==> config.mk <==
export PLATFORM = sky130hd
export DESIGN_NAME = alarma_uart_tx_flat
export DESIGN_NICKNAME = d
export VERILOG_FILES = /design/src/rtl/alarma_uart_tx_if.sv /design/src/rtl/alarma_uart_tx.sv /design/src/flat_wrapper.sv
export SDC_FILE = /design/constraint.sdc
export NUM_CORES = 1
export LEC_CHECK = 0
export ABC_AREA = 1
export CAP_MARGIN = 20
export CORE_ASPECT_RATIO = 0.8
export CORE_MARGIN = 1.5
export CORE_UTILIZATION = 40
export CTS_CLUSTER_SIZE = 16
export DETAILED_ROUTE_END_ITERATION = 8
export GPL_ROUTABILITY_DRIVEN = 0
export GPL_TIMING_DRIVEN = 0
export HOLD_SLACK_MARGIN = 0.15
export PLACE_DENSITY = 0.66
export SLEW_MARGIN = 40
export SYNTH_ARGS = -nofsm -noshare
export SYNTH_HDL_FRONTEND = slang
export SYNTH_SLANG_ARGS = --single-unit
export TNS_END_PERCENT = 5
==> constraint.sdc <==
create_clock -name clk -period 4.4 [get_ports clk]
set_input_delay 0.88 -clock clk [delete_from_list [all_inputs] [get_ports clk]]
set_output_delay 0.88 -clock clk [all_outputs]
set_load 0.01 [all_outputs]
==> src/rtl/alarma_uart_tx_if.sv <==
// Signal bundle between the alarm core (master) and the UART notifier (slave).
interface alarma_uart_tx_if;
  logic       ev_gas;
  logic       ev_mov;
  logic       ev_clave;
  logic       tx;
  logic       ocupado;
  logic [7:0] enviados;

  modport master (output ev_gas, ev_mov, ev_clave, input tx, ocupado, enviados);
  modport slave  (input ev_gas, ev_mov, ev_clave, output tx, ocupado, enviados);
endinterface

==> src/rtl/alarma_uart_tx.sv <==
// Alarm-event UART notifier: edge-detects gas/motion/disarm events and sends a 5-byte ASCII notice each.
// Optional even parity bit per byte when ALARMA_UART_PARITY_EN is defined (default: plain 8N1).
module alarma_uart_tx #(
  parameter int CLK_HZ = 25000000,
  parameter int BAUD   = 115200
) (
  input  logic             clk,
  input  logic             rst_n,
  alarma_uart_tx_if.slave  bus
);
  localparam int DIV = CLK_HZ / BAUD;
  localparam int CW  = (DIV > 1) ? $clog2(DIV) : 1;
  localparam logic [CW-1:0] LAST = CW'(DIV - 1);

  localparam logic [2:0] IDLE   = 3'd0;
  localparam logic [2:0] START  = 3'd1;
  localparam logic [2:0] DATA   = 3'd2;
  localparam logic [2:0] STOP   = 3'd3;
`ifdef ALARMA_UART_PARITY_EN
  localparam logic [2:0] PARITY = 3'd4;
`endif

  // Message ROM: index 0 = gas, 1 = motion, 2 = disarm; bytes 3/4 are CR LF.
  function automatic logic [7:0] msg_byte(input logic [1:0] msg, input logic [2:0] idx);
    logic [7:0] b;
    b = 8'h0A;
    case (idx)
      3'd0: case (msg) 2'd0: b = 8'h47; 2'd1: b = 8'h4D; default: b = 8'h4F; endcase
      3'd1: case (msg) 2'd0: b = 8'h41; 2'd1: b = 8'h4F; default: b = 8'h46; endcase
      3'd2: case (msg) 2'd0: b = 8'h53; 2'd1: b = 8'h56; default: b = 8'h46; endcase
      3'd3: b = 8'h0D;
      default: b = 8'h0A;
    endcase
    return b;
  endfunction

`ifdef ALARMA_UART_PARITY_EN
  function automatic logic even_parity(input logic [7:0] d);
    return ^d;
  endfunction
  logic parity_r;
`endif

  logic [2:0]    state_r;
  logic [2:0]    prev_r, pend_r;
  logic [2:0]    cur_s, rise_s, sel_mask_s;
  logic [1:0]    sel_s, msg_r;
  logic          take_s, bit_end_s;
  logic [CW-1:0] baud_cnt_r;
  logic [2:0]    bit_idx_r, byte_idx_r;
  logic [7:0]    shreg_r, enviados_r;
  logic          tx_r, ocupado_r;

  assign cur_s     = {bus.ev_clave, bus.ev_mov, bus.ev_gas};
  assign rise_s    = cur_s & ~prev_r;
  assign take_s    = (state_r == IDLE) && (|pend_r);
  assign bit_end_s = (baud_cnt_r == LAST);

  // Fixed-priority pick of the next pending event: gas > mov > clave.
  always_comb begin
    sel_s      = 2'd0;
    sel_mask_s = 3'b000;
    if (pend_r[0]) begin
      sel_s      = 2'd0;
      sel_mask_s = 3'b001;
    end else if (pend_r[1]) begin
      sel_s      = 2'd1;
      sel_mask_s = 3'b010;
    end else if (pend_r[2]) begin
      sel_s      = 2'd2;
      sel_mask_s = 3'b100;
    end else begin
      sel_s      = 2'd0;
      sel_mask_s = 3'b000;
    end
  end

  // Edge history and pending flags; a same-cycle edge of the event being taken re-arms it.
  always_ff @(posedge clk or negedge rst_n) begin
    if (!rst_n) begin
      prev_r <= 3'b000;
      pend_r <= 3'b000;
    end else begin
      prev_r <= cur_s;
      pend_r <= (pend_r & ~(take_s ? sel_mask_s : 3'b000)) | rise_s;
    end
  end

  // Transmit FSM with registered line, busy flag and message counter.
  always_ff @(posedge clk or negedge rst_n) begin
    if (!rst_n) begin
      state_r    <= IDLE;
      tx_r       <= 1'b1;
      ocupado_r  <= 1'b0;
      enviados_r <= 8'd0;
      baud_cnt_r <= '0;
      bit_idx_r  <= 3'd0;
      byte_idx_r <= 3'd0;
      msg_r      <= 2'd0;
      shreg_r    <= 8'd0;
`ifdef ALARMA_UART_PARITY_EN
      parity_r   <= 1'b0;
`endif
    end else begin
      case (state_r)
        IDLE: begin
          if (take_s) begin
            msg_r      <= sel_s;
            byte_idx_r <= 3'd0;
            shreg_r    <= msg_byte(sel_s, 3'd0);
`ifdef ALARMA_UART_PARITY_EN
            parity_r   <= even_parity(msg_byte(sel_s, 3'd0));
`endif
            baud_cnt_r <= '0;
            tx_r       <= 1'b0;
            ocupado_r  <= 1'b1;
            state_r    <= START;
          end else begin
            tx_r      <= 1'b1;
            ocupado_r <= 1'b0;
          end
        end
        START: begin
          if (bit_end_s) begin
            baud_cnt_r <= '0;
            bit_idx_r  <= 3'd0;
            tx_r       <= shreg_r[0];
            state_r    <= DATA;
          end else begin
            baud_cnt_r <= baud_cnt_r + CW'(1);
          end
        end
        DATA: begin
          if (bit_end_s) begin
            baud_cnt_r <= '0;
            if (bit_idx_r == 3'd7) begin
`ifdef ALARMA_UART_PARITY_EN
              tx_r    <= parity_r;
              state_r <= PARITY;
`else
              tx_r    <= 1'b1;
              state_r <= STOP;
`endif
            end else begin
              bit_idx_r <= bit_idx_r + 3'd1;
              shreg_r   <= {1'b0, shreg_r[7:1]};
              tx_r      <= shreg_r[1];
            end
          end else begin
            baud_cnt_r <= baud_cnt_r + CW'(1);
          end
        end
`ifdef ALARMA_UART_PARITY_EN
        PARITY: begin
          if (bit_end_s) begin
            baud_cnt_r <= '0;
            tx_r       <= 1'b1;
            state_r    <= STOP;
          end else begin
            baud_cnt_r <= baud_cnt_r + CW'(1);
          end
        end
`endif
        STOP: begin
          if (bit_end_s) begin
            baud_cnt_r <= '0;
            if (byte_idx_r < 3'd4) begin
              byte_idx_r <= byte_idx_r + 3'd1;
              shreg_r    <= msg_byte(msg_r, byte_idx_r + 3'd1);
`ifdef ALARMA_UART_PARITY_EN
              parity_r   <= even_parity(msg_byte(msg_r, byte_idx_r + 3'd1));
`endif
              tx_r       <= 1'b0;
              state_r    <= START;
            end else begin
              enviados_r <= enviados_r + 8'd1;
              tx_r       <= 1'b1;
              ocupado_r  <= 1'b0;
              state_r    <= IDLE;
            end
          end else begin
            baud_cnt_r <= baud_cnt_r + CW'(1);
          end
        end
        default: begin
          tx_r      <= 1'b1;
          ocupado_r <= 1'b0;
          state_r   <= IDLE;
        end
      endcase
    end
  end

  assign bus.tx       = tx_r;
  assign bus.ocupado  = ocupado_r;
  assign bus.enviados = enviados_r;
endmodule
==> src/flat_wrapper.sv <==
// flat-port wrapper written by rule: the top's interface ports become plain ports
module alarma_uart_tx_flat 
#(
  parameter int CLK_HZ = 25000000,
  parameter int BAUD   = 115200
)
  (clk, rst_n, bus_ev_gas, bus_ev_mov, bus_ev_clave, bus_tx, bus_ocupado, bus_enviados);
  alarma_uart_tx_if bus_i ();
  input  logic clk;
  input  logic rst_n;
  input wire logic [$bits(bus_i.ev_gas)-1:0] bus_ev_gas;
  input wire logic [$bits(bus_i.ev_mov)-1:0] bus_ev_mov;
  input wire logic [$bits(bus_i.ev_clave)-1:0] bus_ev_clave;
  output wire logic [$bits(bus_i.tx)-1:0] bus_tx;
  output wire logic [$bits(bus_i.ocupado)-1:0] bus_ocupado;
  output wire logic [$bits(bus_i.enviados)-1:0] bus_enviados;
  assign bus_i.ev_gas = bus_ev_gas;
  assign bus_i.ev_mov = bus_ev_mov;
  assign bus_i.ev_clave = bus_ev_clave;
  assign bus_tx = bus_i.tx;
  assign bus_ocupado = bus_i.ocupado;
  assign bus_enviados = bus_i.enviados;
  alarma_uart_tx #(.CLK_HZ(CLK_HZ), .BAUD(BAUD)) u_core (.clk(clk), .rst_n(rst_n), .bus(bus_i));
endmodule
==> results of run 1 <==
==> worst max path at each step <==
stage                            from                      to  cells past startpoint
global placement                rst_n  u_core.bus.enviados[1]                      1
floorplan           u_core.state_r[0]       u_core.state_r[1]                      9
global route            u_core.bus.tx                  bus_tx                      1
CTS                     u_core.bus.tx                  bus_tx                      1
finish                  u_core.bus.tx                  bus_tx                      1
detailed placement      u_core.bus.tx                  bus_tx                      1
==> cells in the mapped netlist (2+ instances only) <==
library cell	n
nand2_2	3
nand3_1	18
a21oi_1	10
o21ai_0	11
dfrtp_1	40
o21ai_2	3
nor2_4	2
xnor2_1	3
nor2_2	2
nand2_1	65
nor3_1	3
nor3_2	2
inv_1	38
o22ai_1	4
nand4_1	4
xor2_1	6
a22o_1	2
nor2_1	28
mux2_2	2
nand2_4	4
ha_1	15
o21ai_1	2
a21oi_2	3
a31oi_1	2
o21bai_1	2
inv_2	3
==> through the flow <==
| step | setup slack, ps | area (um2) | hold WS [ps] |
|---|---|---|---|
| after global placement | 1361 | 2640 | 401.8 |
| after CTS | 2148 | 2725 | 423.5 |
| after detailed placement | 2469 | 2638 | 411.9 |
| after floorplan | 2838 | 2399 | 398.8 |
| final | 2167 | 2725 | 423.5 |
| after global routing | 2135 | 2725 | 438.2 |
==> registers in the layout, indices dropped and copies added (netlist names) <==
signal / count
u_core.baud_cnt_r: 8
u_core.bit_idx_r: 3
u_core.bus.enviados: 8
u_core.bus.ocupado: 1
u_core.bus.tx: 1
u_core.byte_idx_r: 3
u_core.msg_r: 2
u_core.pend_r: 3
u_core.prev_r: 3
u_core.shreg_r: 7
u_core.state_r: 2
==> layer usage <==
metal	up-vias	track usage (%)
met1	842	24.76
met5	-	0
li1	978	-
met3	5	3.754
met4	0	4.103
met2	26	22.97
==> layout make-up <==
class / count / area [um2] / area share, %
plain buffers: 3 / 23.77 / 0.8724
clock buffers: 6 / 72.57 / 2.663
clock inverters: 2 / 15.01 / 0.5510
inverters: 41 / 153.9 / 5.647
multi-input cells: 203 / 1194 / 43.80
flip-flops and latches: 41 / 1027 / 37.70
well taps: 81 / 101.3 / 3.719
repair buffers: 14 / 137.6 / 5.051
==> power by group through the flow <==
stage / logic [mW] / registers, mW / clock network (mW)
final: 0.0111 / 0.378 / 0.246
after global routing: 0.0133 / 0.378 / 0.267
after CTS: 0.0120 / 0.378 / 0.252
after detailed placement: 0.0121 / 0.386 / 0
after global placement: 0.0120 / 0.386 / 0
after floorplan: 0.000547 / 0.386 / 0
==> cells by family after synthesis <==
| group | count (synthesis) |
|---|---|
| xor gates and xnor gates | 9 |
| adders and majority gates | 15 |
| muxes | 2 |
| buffers and inverters | 44 |
| DFF | 41 |
| AOI/OAI and AO/OA | 43 |
| and+or+nand+nor | 134 |
==> flow_summary.yaml, run 1 <==
outcome:
  outcome: "complete, no violations"
power_and_ir_drop:
  power_density_nw_per_um2: 233.2
  p_sw_share_pct: 22.47
  power_switching_uw: 142.8
  leakage_nw: 1.366
  seqPwrFrac_pct: 59.5
  vdd_drop_max_mv: 0.1792
  total_power_uw: 635.6
  pwr-share-clk_pct: 38.8
  combinationalPowerShare_pct: 1.7
  internal_power_uw: 492.8
sta:
  max_freq_ghz: 0.4478
  hold_violations: 0
  slew_headroom_pct: 65.68
  report.final.slew_viol_count: 0
  setup_violations: 0
  fin_setup_tns_ps: 0
  rsz0062_at_grt: "no"
  skew_ps: 8.626
  min_period_ps: 2233
  worstMarginPinSlew_ps: 514.8
  min_period_over_period_pct: 50.75
min_path:
  hold_path_depth: 1
  hp-start: "u_core.prev_r[0]"
  hold-path-endpoint: "u_core.pend_r[0]"
  hp-class: "flip-flop to flip-flop"
setup_path:
  r2r_start: "u_core.state_r[0]"
  max_stage_delay_ps: 540
  crit_chain: "clkdlybuf4s50_1"
  worst-setup-path-type: "flip-flop to output port"
  r2r-end: "u_core.state_r[1]"
  crit_required_ps: 3520
  cp_num_buf_inv: 1
  arrival_ps: 1350
  crit_path_end_kind: "output port"
  ff2ff_path_depth: 9
  slowest_stage: "dfstp_2"
  reg2reg_slack_ps: 2590
  critPathLaunchType: "flip-flop"
  crit_path_max_fanout: 2
  cpLargestDelayFamily: "flip-flops"
floorplan:
  std_cell_rows: 25
  core_um2: 5849
  die_h_um: 72.26
  dieArea_um2: 6473
  initial_core_util_pct: 41.01
  num_io_pins: 15
  chipWidth_um: 89.58
routing:
  dr_wl_met2_mm: 1.975
  drcViolationCount: 0
  routed_wl_mm: 4.579
  ant_nets: 0
  routed.top_layer: "met4"
  avgViaCountPerCell: 4.734
  first_pass_iters: 4
  vias: 1851
  met1_length_mm: 2.415
  routedWlPerCell_um: 11.71
  dr.first_iter.drc_count: 96
  routed-wl-met3_um: 142
clocking:
  cts_sinks: 41
  cts.hold.buffers_added: 0
  h-tree-depth: 2
  insertion_delay_ps: 300
  tritoncts: "yes"
  path_clk_slew_ps: 80
  post-cts-setup-buffer-count: 0
  clock_path_buffers: 2
  cts-root-buf: "clkbuf_8"
  cts_resized: 0
  cts_buffers: 5
place:
  port_buffers: 14
  dp.cells: 383
  hpwl_mm: 3.520
yosys:
  ys_top_cells_by_area: "dfrtp_1 42%, nand2_1 10%, ha_1 7.8%, inv_1 5.9%, nor2_1 4.4%"
  netlist_area_um2: 2399
  yosysTopAreaCellShare_pct: 41.73
  syn_avg_cell_area_um2: 8.328
  synth_cell_types: 37
  synth_top_area_cell: "dfrtp_1"
  yosysWarnings: 0
  seq_area_frac_synth_pct: 42.83
  ys_ff_latch: 41
  synth_adder_area_share_pct: 7.825
  synth_xor_area_share_pct: 3.286
  yosys.area_share.simple_pct: 26.50
  muxShareOfSynthArea_pct: 0.9390
  ys.flop_type: "dfrtp_1"
  syn-num-nets: 308
  async_flop_share_pct: 100.0
  syn_inst: 288
  synth_edf_count: 0
  synth_top_family_by_area: "simple AND/OR/NAND/NOR gates"
  synth_compound_area_share_pct: 11.22
global_routing:
  grt_pass1_vias: 1736
  grt_use_total_pct: 16.19
  grt_overflow: 0
  grt_max_degree: 42
  grt_pass1_wl_mm: 8.059
  antenna_found_initial: 0
final_layout:
  fillers: 599
  final_cell_mix: "65 x nand2_1, 40 x dfrtp_1, 38 x inv_1"
  drive_above_1_share_pct: 12.26
  insertedDiodeCount: 0
  fin_util_pct: 46.59
  area_growth_syn_to_layout_pct: 13.61
  fin_nets: 329
  layout_commonest_cell: "nand2_1"
  finalNonFillerCells: 391
job:
  maxCapViolCount: 0
Power figures use the tool's default switching activity.
==> inputs of run 2 (changes only) <==
--- a/config.mk
+++ b/config.mk
@@ -15,7 +15,7 @@
 export GPL_ROUTABILITY_DRIVEN = 0
 export GPL_TIMING_DRIVEN = 0
 export HOLD_SLACK_MARGIN = 0.15
-export PLACE_DENSITY = 0.66
+export PLACE_DENSITY = 0.68
 export SLEW_MARGIN = 40
 export SYNTH_ARGS = -nofsm -noshare
 export SYNTH_HDL_FRONTEND = slang
==> constraint.sdc (replaced) <==
create_clock -name clk -period 1.9 [get_ports clk]
set_input_delay 0.38 -clock clk [delete_from_list [all_inputs] [get_ports clk]]
set_output_delay 0.38 -clock clk [all_outputs]
set_load 0.01 [all_outputs]
==> run 2 against run 1 <==
  * Clock skew down 5.4 ps
  * Worst setup slack worse by 2000 ps
  * Critical endpoint is now u_core.shreg_r[2]
  * Flip-flop and latch count unchanged
  * Largest cell class unchanged
  * Global-route usage down 0.68 points
==> flow_summary.yaml, run 2 (synthesis results as in run 1) <==
outcome:
  outcome: "complete, no violations"
sta:
  slew_headroom_pct: 66.28
  whs_ps: 420.7
  max_freq_ghz: 0.5681
  rsz0062_at_grt: "yes"
  setup_violations: 0
  report.final.slew_viol_count: 0
  min_period_over_period_pct: 92.65
  worstMarginPinSlew_ps: 505.8
  min_period_ps: 1760
  skew_ps: 3.197
  hold_violations: 0
power_and_ir_drop:
  power_switching_uw: 346.0
  total_power_mw: 1.497
  internal_power_mw: 1.151
  vdd_drop_max_mv: 0.5167
  seqPwrFrac_pct: 58.5
  pwr-share-clk_pct: 39.7
  p_sw_share_pct: 23.11
  leakage_nw: 1.386
  combinationalPowerShare_pct: 1.8
  power_density_nw_per_um2: 540.7
clocking:
  insertion_delay_ps: 300
  cts_buffers: 5
  tritoncts: "yes"
  h-tree-depth: 2
  cts-root-buf: "clkbuf_8"
  path_clk_slew_ps: 80
  cts_sinks: 41
  clock_path_buffers: 2
place:
  port_buffers: 14
  dp.cells: 383
  placed_cell_area_um2: 2638
  hpwl_mm: 3.415
routing:
  drcViolationCount: 0
  routed_wl_mm: 4.513
  dr.first_iter.drc_count: 126
  first_pass_iters: 4
  vias: 1913
  ant_nets: 0
  routedWlPerCell_um: 11.48
  avgViaCountPerCell: 4.868
floorplan:
  std_cell_rows: 25
  die_h_um: 72.26
  num_io_pins: 15
  initial_core_util_pct: 41.01
  chipWidth_um: 89.58
  dieArea_um2: 6473
  core_um2: 5849
setup_path:
  arrival_ps: 1960
  worst-setup-path-type: "flip-flop to flip-flop"
  crit_required_ps: 2100
  crit_path_end_kind: "flip-flop"
  crit_path_max_fanout: 10
  critPathLaunchType: "flip-flop"
job:
  maxCapViolCount: 0
global_routing:
  grt_overflow: 0
  grt_pass1_wl_mm: 7.665
  grt_use_total_pct: 15.51
  globalRouteMet2Util_pct: 20.98
  grt_max_degree: 42
  grt.busiest_layer: "met1"
  antenna_found_initial: 0
  grtUsageMet1_pct: 24.24
  met3_usage_pct: 3.413
  grt_pass1_vias: 1673
final_layout:
  area_growth_syn_to_layout_pct: 15.44
  insertedDiodeCount: 0
  finalNonFillerCells: 393
  layout_commonest_cell: "nand2_1"
  fin_area_um2: 2769
  final_cell_mix: "64 x nand2_1, 40 x dfrtp_1, 38 x inv_1"
  fillers: 559
  drive_above_1_share_pct: 13.78
  fin_nets: 331
min_path:
  hp-class: "flip-flop to flip-flop"
-- run 2: timing repair --
action                     4_1_cts  5_1_grt
hold buffers                     1        0
setup endpoints to repair        0        3
setup buffers                    0        1
gates resized for setup          0        4
hold endpoints to repair        40        0
-- run 2: path summary, 6_finish.rpt --
check | startpoint | endpoint | slack, ps | depth (start not counted)
max in group asynchronous | rst_n | u_core.bus.tx | 940 | 2
worst min register to register | u_core.prev_r[0] | u_core.pend_r[0] | 420 | 1
worst max register to register | u_core.state_r[0] | u_core.shreg_r[2] | 140 | 10
worst max-delay path | u_core.state_r[0] | u_core.shreg_r[2] | 140 | 10
worst min-delay path | u_core.prev_r[0] | u_core.pend_r[0] | 420 | 1
min in group asynchronous | rst_n | u_core.shreg_r[2] | 590 | 2
-- run 2: cell type report --
| type | count | area, um2 | share of cell area [%] |
|---|---|---|---|
| inverters | 41 | 153.9 | 5.558 |
| plain buffers | 3 | 23.77 | 0.8586 |
| clock inverters | 3 | 25.02 | 0.9037 |
| multi-input cells | 203 | 1214 | 43.83 |
| well taps | 81 | 101.3 | 3.660 |
| repair buffers | 16 | 155.1 | 5.603 |
| flip-flops and latches | 41 | 1027 | 37.10 |
| clock buffers | 5 | 68.82 | 2.485 |
-- run 2: power groups by stage --
| stage | clock, mW | sequential (mW) | combinational, mW |
|---|---|---|---|
| 3_3_place_gp | 0 | 0.893 | 0.0278 |
| 4_1_cts | 0.615 | 0.876 | 0.0294 |
| 6_report | 0.594 | 0.876 | 0.0274 |
| 2_1_floorplan | 0 | 0.893 | 0.00127 |
| 5_1_grt | 0.651 | 0.876 | 0.0326 |
| 3_5_place_dp | 0 | 0.893 | 0.0278 |
-- run 2: per-layer routing --
metal	vias to the layer above	share of wire [%]
li1	972	-
met1	892	51
met2	42	43
met3	7	4.8
met4	0	1.6
met5	-	0
-- run 2: per-stage QoR --
| stage | setup slack (ps) | setup TNS [ps] | utilization [%] |
|---|---|---|---|
| 6_report | 139.7 | 0 | 47.34 |
| 5_1_grt | -17.22 | -33.22 | 47.34 |
| 4_1_cts | 100.3 | 0 | 46.87 |
| 3_5_place_dp | 116.4 | 0 | 45.09 |
| 3_3_place_gp | -633.6 | -25450 | 45.13 |
| 2_1_floorplan | 337.8 | 0 | - |
-- run 2: critical path, cell delays in order (launching register included) --
cell and delay [ps]:
dfrtp_1 400, inv_1 100, ha_1 290, inv_1 200, nor2_4 80, inv_1 130
nand2_4 80, nor2_8 180, nand2_4 60, nor2_1 80, nor2_1 50
==> inputs of run 3 (changes only) <==
==> constraint.sdc (replaced) <==
create_clock -name clk -period 1.9 [get_ports clk]
set_input_delay 0.38 -clock clk [delete_from_list [all_inputs] [get_ports clk]]
set_output_delay 0.38 -clock clk [all_outputs]
set_load 0.1 [all_outputs]
==> run 3 against run 2 <==
  * Clock-buffer cell count stayed put
  * Power is 0.15% higher
  * Global-route usage hardly changed
  * Cell area is 2.4% lower
  * Worst hold slack worse by 1.3 ps
  * Die area stayed put
  * Worst setup slack worse by 2.6 ps
  * First-iteration DRC count is 9.5% lower
  * Flip-flop and latch count stayed put
  * Routed wire length is 0.82% lower
  * Fmax is 0.15% lower
  * Critical path depth is 1 lower
==> flow_summary.yaml, run 3 (synthesis results as in run 1) <==
clocking:
  path_clk_slew_ps: 80
  tritoncts: "yes"
  h-tree-depth: 2
  cts-root-buf: "clkbuf_8"
  post-cts-setup-buffer-count: 0
  cts_sinks: 41
  insertion_delay_ps: 290
  cts_buffers: 5
  clock_path_buffers: 2
final_layout:
  area_growth_syn_to_layout_pct: 12.62
  layout_commonest_cell: "nand2_1"
  drive_above_1_share_pct: 16.72
  final_cell_mix: "63 x nand2_1, 40 x dfrtp_1, 38 x inv_1"
  insertedDiodeCount: 0
  fin_nets: 330
setup_path:
  cpLargestDelayFamily: "simple AND/OR/NAND/NOR gates"
  crit_required_ps: 2090
  crit_path_max_fanout: 10
  crit_chain: "inv_1 -> ha_1 -> nand2_1 -> o21ai_2 -> nand2_1 -> nand2_1 -> nand2_1 -> nand2_1 -> inv_1"
  arrival_ps: 1960
  slowest_stage: "dfrtp_1"
  crit_path_end_kind: "flip-flop"
  critPathLaunchType: "flip-flop"
  path_common_cell: "nand2_1"
  worst-setup-path-type: "flip-flop to flip-flop"
  cp_num_buf_inv: 2
  max_stage_delay_ps: 430
place:
  hpwl_mm: 3.431
  port_buffers: 14
routing:
  first_pass_iters: 4
  ant_nets: 0
  dr.first_iter.drc_count: 114
  drcViolationCount: 0
  avgViaCountPerCell: 4.793
  vias: 1879
  routed_wl_mm: 4.476
  routedWlPerCell_um: 11.42
sta:
  setup_violations: 0
  rsz0062_at_grt: "no"
  worstMarginPinSlew_ps: 517.4
  hold_violations: 0
  skew_ps: 4.169
  report.final.slew_viol_count: 0
  max_freq_ghz: 0.5672
  min_period_over_period_pct: 92.79
  whs_ps: 419.3
  slew_headroom_pct: 65.51
  min_period_ps: 1763
floorplan:
  std_cell_rows: 25
  chipWidth_um: 89.58
  core_um2: 5849
  num_io_pins: 15
  initial_core_util_pct: 41.01
  die_h_um: 72.26
  dieArea_um2: 6473
power_and_ir_drop:
  leakage_nw: 1.396
  power_density_nw_per_um2: 555.0
  vdd_drop_max_mv: 0.4643
  total_power_mw: 1.499
global_routing:
  grt_pass1_wl_mm: 7.790
  grt.busiest_layer: "met1"
  grt_pass1_vias: 1729
  grtUsageMet1_pct: 23.85
  globalRouteMet2Util_pct: 21.81
  grt_use_total_pct: 15.52
  grt_max_degree: 42
  antenna_found_initial: 0
  grt_overflow: 0
  met3_usage_pct: 3.641
job:
  maxCapViolCount: 0
outcome:
  outcome: "complete, no violations"
min_path:
  hp-class: "flip-flop to flip-flop"
[run 3: routing by layer]
metal	share of wire, %	vias to the layer above	routed length (um)
li1	-	972	-
met2	42	29	1900
met5	0	-	0
met1	52	871	2347
met4	1.2	0	53
met3	3.9	7	175
[run 3: layout make-up]
type	instances	area (um2)
plain buffers	3	23.77
clock buffers	5	68.82
clock inverters	3	25.02
fillers	587	3148
inverters	41	153.9
multi-input cells	203	1204
flip-flops and latches	41	1027
well taps	81	101.3
repair buffers	15	97.59
[run 3: per-stage QoR]
stage	util (%)	cell area, um2	setup WS (ps)	setup TNS, ps	cells
after CTS	46.01	2691	111.0	0	392
final	46.18	2701	137.1	0	392
after global placement	45.13	2640	-633.6	-25670	383
after floorplan	-	2399	55.68	0	288
after global routing	46.18	2701	4.726	0	392
after detailed placement	44.24	2587	127.7	0	383
[run 3: what timing repair did]
item                       CTS  global route
hold buffers                 1             0
resized for setup            0             3
setup endpoints to repair    0             3
hold endpoints to repair    40             0
[run 3: path summary, 6_finish.rpt]
kind,startpoint,endpoint,slack [ps],cells past startpoint
setup / recovery,u_core.state_r[0],u_core.baud_cnt_r[7],140,9
hold / removal,u_core.prev_r[0],u_core.pend_r[0],420,1
setup reg to reg,u_core.state_r[0],u_core.baud_cnt_r[7],140,9
hold reg to reg,u_core.prev_r[0],u_core.pend_r[0],420,1
max in group asynchronous,rst_n,u_core.bus.tx,940,2
min in group asynchronous,rst_n,u_core.shreg_r[2],600,2
[run 3: where the power goes]
part	internal [mW]	switching, mW	total [mW]
Clock	0.268	0.328	0.596
Sequential	0.875	0.000790	0.876
Combinational	0.00871	0.0190	0.0277
Total	1.15	0.348	1.50
